File: src/rtl/dmc_rx_frame_seq.sv
// dmc_rx_frame_seq
// Frame-level sequencer for one DMC decode channel. For each frame it walks the
// decoder through a sync phase, a data phase and a line-reset gap. It counts
// decoded data bits, runs a no-progress watchdog and reports each frame's
// completion (frame_done) or watchdog error (frame_err).
//
// Optional feature macro: DMC_SEQ_ERR_CNT_EN
//   defined   -> err_cnt is a saturating (255) count of watchdog errors,
//                cleared only by reset_n_period.
//   undefined -> err_cnt is tied to zero and no counter register exists.
//
// Handshake: start is a level request with no ready. It is sampled only in
// IDLE, so a level held high re-arms the block right after each frame.
// dbg_state exposes the one-hot FSM state for checkers.
module dmc_rx_frame_seq #(
    parameter int BIT_CNT_W  = 8,
    parameter int TMO_W      = 12,
    parameter int GAP_CYCLES = 4
) (
    input  logic                 clk_i,
    input  logic                 reset_n_period,
    input  logic                 start,
    input  logic                 abort,
    input  logic [BIT_CNT_W-1:0] cfg_data_bits,
    input  logic [TMO_W-1:0]     cfg_timeout,
    input  logic                 dec_early_receive_done,
    input  logic                 dec_bit_stb,
    output logic                 dec_enable,
    output logic                 dec_clk_or_data,
    output logic                 dec_line_rst_n,
    output logic                 busy,
    output logic [BIT_CNT_W-1:0] bit_cnt,
    output logic                 frame_done,
    output logic                 frame_err,
    output logic [7:0]           err_cnt,
    output logic [3:0]           dbg_state
);

    localparam int GAP_W = (GAP_CYCLES > 1) ? $clog2(GAP_CYCLES) : 1;

    typedef enum logic [3:0] {
        IDLE = 4'b0001,
        SYNC = 4'b0010,
        DATA = 4'b0100,
        GAP  = 4'b1000
    } state_t;

    state_t             state;
    logic [TMO_W-1:0]   wd_cnt;
    logic [GAP_W-1:0]   gap_cnt;
    logic               done_pending;

    logic               in_active;
    logic               progress;
    logic               wd_expire;
    logic               last_bit;
    logic               sync_empty;
    logic               go_gap;
    logic               gap_pending;
    logic               gap_last;

    assign dbg_state = state;

    // Event decode for the current cycle; expiry yields to progress, abort
    // yields to expiry, and a completed frame yields to abort.
    always_comb begin
        in_active   = (state == SYNC) || (state == DATA);
        progress    = ((state == SYNC) && dec_early_receive_done) ||
                      ((state == DATA) && dec_bit_stb);
        wd_expire   = in_active && !progress && (cfg_timeout != '0) &&
                      (wd_cnt >= (cfg_timeout - TMO_W'(1)));
        last_bit    = (state == DATA) && dec_bit_stb &&
                      ((bit_cnt + BIT_CNT_W'(1)) == cfg_data_bits);
        sync_empty  = (state == SYNC) && dec_early_receive_done &&
                      (cfg_data_bits == '0);
        go_gap      = wd_expire || (in_active && abort) || sync_empty || last_bit;
        gap_pending = !wd_expire && !abort && (sync_empty || last_bit);
        gap_last    = (gap_cnt == GAP_W'(GAP_CYCLES - 1));
    end

    // Frame FSM with all decoder-facing and status outputs registered.
    always_ff @(posedge clk_i or negedge reset_n_period) begin
        if (!reset_n_period) begin
            state           <= IDLE;
            dec_enable      <= 1'b0;
            dec_clk_or_data <= 1'b1;
            dec_line_rst_n  <= 1'b1;
            busy            <= 1'b0;
            bit_cnt         <= '0;
            frame_done      <= 1'b0;
            frame_err       <= 1'b0;
            wd_cnt          <= '0;
            gap_cnt         <= '0;
            done_pending    <= 1'b0;
        end else begin
            frame_done <= 1'b0;
            frame_err  <= 1'b0;
            case (state)
                IDLE: begin
                    if (start) begin
                        state           <= SYNC;
                        dec_enable      <= 1'b1;
                        dec_clk_or_data <= 1'b1;
                        busy            <= 1'b1;
                        bit_cnt         <= '0;
                        wd_cnt          <= '0;
                    end
                end
                SYNC, DATA: begin
                    // A strobe is a decoded bit even when abort lands with it.
                    if ((state == DATA) && dec_bit_stb) begin
                        bit_cnt <= bit_cnt + BIT_CNT_W'(1);
                    end
                    if (progress) begin
                        wd_cnt <= '0;
                    end else if (cfg_timeout != '0) begin
                        wd_cnt <= wd_cnt + TMO_W'(1);
                    end
                    if (go_gap) begin
                        state           <= GAP;
                        dec_enable      <= 1'b0;
                        dec_clk_or_data <= 1'b1;
                        dec_line_rst_n  <= 1'b0;
                        gap_cnt         <= '0;
                        done_pending    <= gap_pending;
                        frame_err       <= wd_expire;
                    end else if ((state == SYNC) && dec_early_receive_done) begin
                        state           <= DATA;
                        dec_clk_or_data <= 1'b0;
                    end
                end
                GAP: begin
                    if (gap_last) begin
                        state          <= IDLE;
                        dec_line_rst_n <= 1'b1;
                        busy           <= 1'b0;
                        frame_done     <= done_pending;
                        done_pending   <= 1'b0;
                    end else begin
                        gap_cnt <= gap_cnt + GAP_W'(1);
                    end
                end
                default: begin
                    state           <= IDLE;
                    dec_enable      <= 1'b0;
                    dec_clk_or_data <= 1'b1;
                    dec_line_rst_n  <= 1'b1;
                    busy            <= 1'b0;
                    done_pending    <= 1'b0;
                end
            endcase
        end
    end

`ifdef DMC_SEQ_ERR_CNT_EN
    // Saturating count of watchdog errors, cleared only by reset.
    always_ff @(posedge clk_i or negedge reset_n_period) begin
        if (!reset_n_period) begin
            err_cnt <= 8'd0;
        end else if (wd_expire && (err_cnt != 8'hFF)) begin
            err_cnt <= err_cnt + 8'd1;
        end
    end
`else
    assign err_cnt = 8'd0;
`endif

endmodule
File: config.mk
export PLATFORM = sky130hd
export DESIGN_NAME = dmc_rx_frame_seq
export DESIGN_NICKNAME = d
export VERILOG_FILES = /design/src/rtl/dmc_rx_frame_seq.sv
export SDC_FILE = /design/constraint.sdc
export NUM_CORES = 1
export LEC_CHECK = 0
export CELL_PAD_IN_SITES_DETAIL_PLACEMENT = 1
export CELL_PAD_IN_SITES_GLOBAL_PLACEMENT = 2
export CORE_UTILIZATION = 30
export CTS_CLUSTER_DIAMETER = 50
export DETAILED_ROUTE_END_ITERATION = 10
export GPL_TIMING_DRIVEN = 0
export MAX_ROUTING_LAYER = met4
export PLACE_DENSITY_LB_ADDON = 0.3
export SKIP_CTS_REPAIR_TIMING = 1
export SYNTH_ARGS = -nofsm -noshare
export SYNTH_HDL_FRONTEND = slang
export SYNTH_SLANG_ARGS = --single-unit
export TNS_END_PERCENT = 100
File: constraint.sdc
create_clock -name clk_i -period 2.6 [get_ports clk_i]
set_input_delay 0.39 -clock clk_i [delete_from_list [all_inputs] [get_ports clk_i]]
set_output_delay 0.39 -clock clk_i [all_outputs]
set_load 0.01 [all_outputs]
# Word level (Yosys, flattened, before mapping)
# Index checks and enable logic that the tools add are counted.
[totals]
word_cells = 95
output_inout_bits = 26
input_bits = 26
regBits = 33
[classes]
muxes = 31
reduce_logical = 32
eq_ne = 13
add_sub_neg = 4
order_cmp = 1
bitwise = 3
[ops]
columns = ["operator", "count"]
rows = [
  ["12-bit 2-to-1 mux", 3],
  ["12-bit one-hot mux with 2 select lines", 1],
  ["3-bit AND reduction", 8],
  ["4-bit 2-to-1 mux", 4],
  ["8-bit 2-to-1 mux", 2],
  ["8-bit one-hot mux with 2 select lines", 1],
  ["1-bit one-hot mux with 3 select lines", 5],
  ["12-bit by 1-bit adder with 12-bit output, second input constant", 1],
  ["12-bit >= comparator", 1],
  ["4-bit one-hot mux with 3 select lines", 1],
  ["12-bit nonzero test", 1],
  ["12-bit by 1-bit subtractor with 12-bit output, second input constant", 1],
  ["1-bit 2-to-1 mux", 11],
  ["1-bit logical AND", 10],
  ["2-bit inequality test, second input constant", 5],
  ["8-bit by 1-bit adder with 8-bit output, second input constant", 1],
  ["8-bit == test", 1],
  ["8-bit zero test", 1],
  ["1-bit logical OR", 6],
  ["3-bit inequality test, second input constant", 2],
  ["4-bit by 1-bit == test with 1-bit output, second input constant", 1],
  ["4-bit by 2-bit == test with 1-bit output, second input constant", 1],
  ["4-bit by 3-bit == test with 1-bit output, second input constant", 1],
  ["4-bit == test, second input constant", 1],
  ["8 further kinds", 14],
]

# Depth between registers and ports, before layout
[depth]
ltp_word = 12
ltp_mapped = 13
ltp_nobuf = 13

# Worst setup path before layout
# Ideal clock, no wire load.
[synth_timing]
path_kind = "input port to flip-flop"
start = "in cfg_timeout[5]"
end = "reg gap_cnt[0]"
arrival_time_ps = 2684
setup_slack_ps = -150
setup_time_ps = 66
path_buffers = 0
t_required_ps = 2534
cell_stages = 10
path_cell_list = "or4_4 > or3_4 > nor2_1 > xnor2_1 > ha_1 > a21oi_1 > o21ai_0 > o21a_4 > nor4_4 > mux2_1"
[synth_between]
elab_chain_len = 8
elab_cells_between_ends = 10
classes_between = "add/sub (1); order compare (1); eq/ne (1); reduce/logical (7)"
[synth_rtl]
columns = ["item", "line_no", "source"]
rows = [
  ["start: declaration", "25", "input logic [TMO_W-1:0] cfg_timeout,"],
  ["12-bit by 1-bit subtractor with 12-bit output or 12-bit nonzero test (tied branches)", "71, 70", ""],
  ["12-bit >= comparator or 1-bit logical AND (tied branches)", "71, 70", ""],
  ["1-bit logical AND *", "70", "wd_expire = in_active && !progress && (cfg_timeout != '0) &&"],
  ["1-bit logical OR * (3 in a row)", "76", "go_gap = wd_expire || (in_active && abort) || sync_empty || last_bit;"],
  ["2-bit inequality test (no source line) *", "n/a", ""],
  ["3-bit AND reduction (no source line) *", "n/a", ""],
  ["end signal: assignment", "140", "gap_cnt <= gap_cnt + GAP_W'(1);"],
  ["end: declaration", "50", "logic [GAP_W-1:0] gap_cnt;"],
]
# Mark *: on every way between the ends. The rest lies on a longest branch, timed or not.
# A chain may end at the register's enable or synchronous reset.

# Worst setup path after layout
[layout_timing]
start = "in cfg_timeout[5]"
end = "reg dec_line_rst_n"
[layout_between]
elab_chain_len = 8
elab_cells_between_ends = 10
classes_between = "add/sub (1); order compare (1); eq/ne (1); reduce/logical (7)"
[layout_rtl]
columns = ["item", "line_no", "source"]
rows = [
  ["12-bit by 1-bit subtractor with 12-bit output or 12-bit nonzero test (tied branches)", "71, 70", ""],
  ["12-bit >= comparator or 1-bit logical AND (tied branches)", "71, 70", ""],
  ["1-bit logical AND *", "70", ""],
  ["1-bit logical OR * (3 in a row)", "76", ""],
  ["2-bit inequality test (no source line) *", "n/a", ""],
  ["3-bit AND reduction (no source line) *", "n/a", ""],
  ["end signal: assignment", "87", "dec_line_rst_n <= 1'b1;"],
  ["end signal: assignment", "123", "dec_line_rst_n <= 1'b0;"],
  ["end signal: assignment", "135", "dec_line_rst_n <= 1'b1;"],
  ["end: declaration", "30", "output logic dec_line_rst_n,"],
]
# Marked as above.

==> results_dict.tcl <==
set metrics [dict create \
    final-setup-viol-count 5 \
    fmax_mhz 370 \
    portBuffers 43 \
    area_growth_pct 34.2 \
    cp_max_fo 6 \
    postSynth.asyncResetShare_pct 100 \
    clock_latency_ns 0.28 \
    reg2reg_depth 9 \
    maxCapViolCount 0 \
    crit_start "cfg_timeout[5]" \
    setup_slack_ns -0.102 \
    rsz0062_at_grt "true" \
    synthFlopType "dfrtp_1" \
    place_area_um2 3040 \
    row_count 32 \
    wire_per_inst_um 14.3 \
    reg2reg_slack_ns 0.11 \
    path_delay_family "simple AND/OR/NAND/NOR gates" \
    violations "setup timing" \
    dr_wl_met2_um 3200 \
    clkSinkCount 33 \
    crit_arrival_ns 2.93 \
    top_layer "met4" \
    final_area_um2 3290 \
    wirelength_met1_um 3050 \
    required_ns 2.83 \
    dp_hpwl_um 4920 \
    antenna_found_initial 0 \
    post-route-min-period_ns 2.70 \
    dr_wl_met3_um 215 \
    min_path_type "in2async" \
    first_global_vias 2288 \
    synth_edf_count 0 \
    synth_area_um2 2450 \
    fin_nets 395 \
    cts_tree "done" \
    ant_nets 0 \
    drv_slew 0 \
    critPathKind "in2reg" \
    hold_violations 0 \
    finalCritPeriodShare_pct 104 \
    cts_made_buffers 5 \
    grt_max_degree 34 \
    first_iter_violations 44 \
    overflow 0 \
    start_kind "primary input" \
    ys_warn_count 0 \
    path_depth 11 \
    tightest_slew_ns 0.785 \
    io_pins 52 \
    avgSynthCellArea_um2 8.46 \
    worst_r2r_endpoint "gap_cnt[0]" \
    initial_core_util_pct 31.4 \
    dieArea_um2 8540 \
    pre_cts_slack_ns -0.819 \
    p_per_area_nw_per_um2 498 \
    slew_headroom_pct 47.7 \
    leakage_nw 1.46 \
    cts_buffer_depth 2 \
    synth_cell_types 50 \
    n_antenna_cell 0 \
    vias 2283 \
    die_w_um 92.4 \
    vias_per_cell 5.01 \
    crit_slowest_cell "or4_4" \
    finalClockSkew_ns 0.00699 \
    crit_path_end "dec_line_rst_n" \
    grt_util_all_layers_pct 16.4 \
    netlist_instances 290 \
    cts_max_level 2 \
    timing.rr.start "bit_cnt[0]" \
    drt-total-wl_um 6530 \
    drive_gt1_share_pct 17.5 \
    power_mw 1.64 \
    globalplace.congestion 0.814 \
    clkTransAtPathRegs_ns 0.07 \
    cts_root_buffer "clkbuf_8" \
    endpoint_kind "flop" \
    layout_common_cells "clkdlybuf4s50_1, nand2_1, dfrtp_1" \
    die_h_um 92.4 \
    core_um2 7810 \
    cp_slowest_stage_delay_ns 0.54 \
    remaining_drc_errors 0 \
    status "complete, but fails checks" \
    final_common_cell "clkdlybuf4s50_1" \
    drt-pass1-iter-count 4 \
    yosysSeqAreaShare_pct 33.8 \
    grt_pass1_wl_um 10900 \
    crit_chain "buf_8, or4_4, or3_4, nor2_4, xnor2_2, ha_1, a21oi_2, o21ai_2, o21a_4, o41ai_2, a22o_1" \
    crit_buf_inv 1 \
    fillCellCount 911 \
    ys_ff_latch 33 \
    ir_worst_vdd_mv 0.306 \
]
cells in the mapped netlist (all sizes together), types with 2 or more instances:
library cell  number  area share (%)
nor2b              4             1.0
nor3               9             2.5
xnor2             14             5.0
nand4              3            0.77
o22ai              2            0.51
nor2              30             4.6
dfrtp             30              31
and2               2            0.51
nor4               5             1.9
clkbuf             5            0.77
or3                2            0.71
nand2             33             5.1
ha                16             8.2
nor3b              2            0.61
dfstp              3             3.2
or2                2            0.51
nand3b             4             1.2
xor2               7             2.5
o32ai              2            0.71
buf               11             3.2
inv               11             1.7
a31oi              3            0.77
a22o               5             1.8
a21oi              9             1.8
and3              10             2.6
nand3              6             1.2
o21ai             43             8.8
registers in the layout (all words and copies together) (netlist names):
| signal | flops |
|---|---|
| dbg_state | 4 |
| done_pending | 1 |
| dec_clk_or_data | 1 |
| dec_enable | 1 |
| gap_cnt | 2 |
| wd_cnt | 12 |
| dec_line_rst_n | 1 |
| busy | 1 |
| frame_done | 1 |
| bit_cnt | 8 |
| frame_err | 1 |
cell type report:
type | instances | area (µm²) | share of cell area [%]
buffer | 16 | 96.3 | 2.93
sequential | 33 | 830 | 25.2
timing repair buffer | 49 | 482 | 14.6
inverter | 11 | 41.3 | 1.25
multi-input combinational | 237 | 1630 | 49.6
clock buffer | 6 | 72.6 | 2.21
tap | 102 | 128 | 3.88
clock inverter | 2 | 10.0 | 0.304
metal layers:
| layer | up-vias | GRT usage, % |
|---|---|---|
| li1 | 1145 | - |
| met1 | 1096 | 20.4 |
| met2 | 37 | 27.8 |
| met3 | 5 | 2.30 |
| met4 | 0 | 4.17 |
| met5 | - | - |
where the power goes:
group          internal (mW)  leakage, nW  switching, mW
Sequential             0.581        0.445         0.0563
Combinational          0.284        0.965          0.335
Clock                  0.186       0.0450          0.196
metrics by stage:
step / std cells / util (%) / hold WS [ns] / setup TNS (ns)
5_1_grt: 456 / 42.1 / 0.254 / -1.01
3_5_place_dp: 442 / 39.0 / 0.458 / -10.78
3_3_place_gp: 442 / 39.0 / 0.454 / -10.06
4_1_cts: 450 / 40.0 / 0.212 / -4.53
2_1_floorplan: 297 / - / 0.0944 / -0.109
6_report: 456 / 42.1 / 0.187 / -0.265
cell families after synthesis:
logic type,count (synthesis),synth area share [%]
fa+ha+maj,16,8.16
buf+inv,27,5.61
compound gates,75,19.6
other cells,1,0.153
mux,1,0.459
xor+xnor,21,7.50
simple gates,116,24.6
flops,33,33.8
worst min path at each step:
stage	depth (start not counted)	from	slack [ns]	endpoint
floorplan	0	reset_n_period	0.09	bit_cnt[0]
global placement	2	dec_clk_or_data	0.45	dec_clk_or_data
detailed placement	2	dec_clk_or_data	0.46	dec_clk_or_data
CTS	1	reset_n_period	0.21	wd_cnt[11]
global route	1	reset_n_period	0.25	wd_cnt[11]
finish	1	reset_n_period	0.19	bit_cnt[3]
(Power assumes the default switching activity.)
==> RTL edit, RTL diff (config.mk and constraints unchanged) <==
Change the parameter `BIT_CNT_W` from 8 to 10.
--- a/src/rtl/dmc_rx_frame_seq.sv
+++ b/src/rtl/dmc_rx_frame_seq.sv
@@ -13,7 +13,7 @@
 // IDLE, so a level held high re-arms the block right after each frame.
 // dbg_state exposes the one-hot FSM state for checkers.
 module dmc_rx_frame_seq #(
-    parameter int BIT_CNT_W  = 8,
+    parameter int BIT_CNT_W  = 10,
     parameter int TMO_W      = 12,
     parameter int GAP_CYCLES = 4
 ) (
Interface: changed (resized bit_cnt and cfg_data_bits); port bits go from 52 to 56. No check against the original RTL was run, so the function may have changed too.
==> RTL edit against the original RTL <==
The run still ends with setup timing left. Global-route usage up 1.2 points. Critical path depth up 5. Setup slack worse by 0.35 ns. Area after synthesis up 7.9%. Power up 4.0%. Wire length up 12%. Sequential cell count up 2. Design area up 7.5%. Largest cell class unchanged.
==> RTL edit: results <==
group,metric,value,unit
worst_setup_path,slowest_delay,0.42,ns
route,dr.pass1.iters,4,
logic_synthesis,async_flop_share,1.00,
placement,gp_congestion,0.785,
global_routing,grt_pass1_wl,12200,µm
layout,top_register,"wd_cnt",
clock_network,clkLatencyLatePin,0.29,ns
placement,place_ws,-1.30,ns
worst_setup_path,worstPathMaxFanout,4,
worst_setup_path,slowest_stage,"or4_4",
timing,setup_viol,9,
clock_network,root_buffer,"clkbuf_8",
power_and_ir_drop,p_leak,1.55,nW
logic_synthesis,yosysUniqueCellTypes,59,
logic_synthesis,avgSynthCellArea,8.70,µm²
outcome,status,"finished, violations left",
clock_network,cts_made_buffers,5,
route,routed_wl,7290,µm
placement,dpl.hpwl,5500,µm
route,vias,2522,
logic_synthesis,synthTopCellsByCount,"dfrtp_1, o21ai_0, nor2_1",
clock_network,clk_pin_slew,0.08,ns
worst_hold_path,hp-class,"primary input to asynchronous set/reset pin",
power_and_ir_drop,ir_drop,0.000223,V
layout,drive_gt1_frac,0.167,
global_routing,grt_max_degree,36,
timing,finalClockSkew,0.00599,ns
layout,fin_cells,477,
global_routing,grtUsageTotal,0.175,
placement,numPortBuffers,47,
layout,antenna_cells,0,
logic_synthesis,yosysSeqAreaShare,0.333,
worst_setup_path,worstPathArrival,3.24,ns
clock_network,htree_num_levels,2,
global_routing,antenna_found_initial,0,
timing,tns,-3.29,ns
placement,placed_cell_area,3320,µm²
logic_synthesis,yosysWarningCount,0,
placement,dp_cells,463,
timing,max_slew_margin,0.263,
layout,multi_input_comb_area,1730,µm²
layout,final_nets,415,
layout,largest_reg_flops,12,
clock_network,clock_path_buffers,2,
timing,timing.final.ws_setup,-0.454,ns
worst_setup_path,cp_top_family,"compound AO/OA/AOI/OAI gates",
outcome,violations,"setup timing",
route,drtIter0Drc,56,
logic_synthesis,synth_area_leaders,"dfrtp_1, ha_1, o21ai_0",
layout,fillerInstances,975,
RTL edit: worst paths after layout:
kind / start / endpoint / slack, ns / cells after the start
min in group clk_i: dec_clk_or_data$_DFFE_PN1P_ / dec_clk_or_data$_DFFE_PN1P_ / 0.48 / 2
setup / recovery: cfg_timeout[0] / gap_cnt[1]$_DFFE_PN0P_ / -0.45 / 16
hold reg to reg: dec_clk_or_data$_DFFE_PN1P_ / dec_clk_or_data$_DFFE_PN1P_ / 0.48 / 2
setup reg to reg: dbg_state[1]$_DFFE_PN0P_ / gap_cnt[1]$_DFFE_PN0P_ / 0.10 / 5
hold / removal: reset_n_period / frame_done$_DFF_PN0_ / 0.20 / 1
max in group asynchronous: reset_n_period / bit_cnt[6]$_DFFE_PN0P_ / 1.86 / 1
RTL edit: area by class of cell:
class,instances,area share
Inverter,9,0.0138
Buffer,20,0.0375
Multi-Input combinational cell,247,0.489
Clock buffer,6,0.0205
Clock inverter,2,0.00354
Timing Repair Buffer,53,0.150
Sequential cell,35,0.249
Tap cell,105,0.0371
RTL edit: kinds of logic (layout without fill, tap and decap cells):
| logic type | after synthesis | after routing | synth area share |
|---|---|---|---|
| buffers and inverters | 29 | 90 | 0.0629 |
| DFF | 35 | 35 | 0.333 |
| xor gates and xnor gates | 19 | 19 | 0.0629 |
| adders and majority gates | 16 | 16 | 0.0757 |
| other | 1 | 8 | 0.00142 |
| and+or+nand+nor | 114 | 114 | 0.244 |
| AOI/OAI and AO/OA | 90 | 90 | 0.220 |
RTL edit: power by group:
part / switching (mW) / total (mW) / leakage [nW] / internal (mW)
Combinational: 0.343 / 0.631 / 1.03 / 0.287
Clock: 0.209 / 0.396 / 0.0412 / 0.187
Sequential: 0.0638 / 0.678 / 0.473 / 0.614
RTL edit: per-layer routing:
layer / track usage / share of wire / routed length, µm / vias to the layer above
li1: - / - / - / 1231
met1: 0.232 / 0.48 / 3530 / 1249
met2: 0.284 / 0.48 / 3510 / 36
met3: 0.0300 / 0.029 / 215 / 6
met4: 0.0323 / 0.0063 / 46 / 0
met5: - / 0 / 0 / -
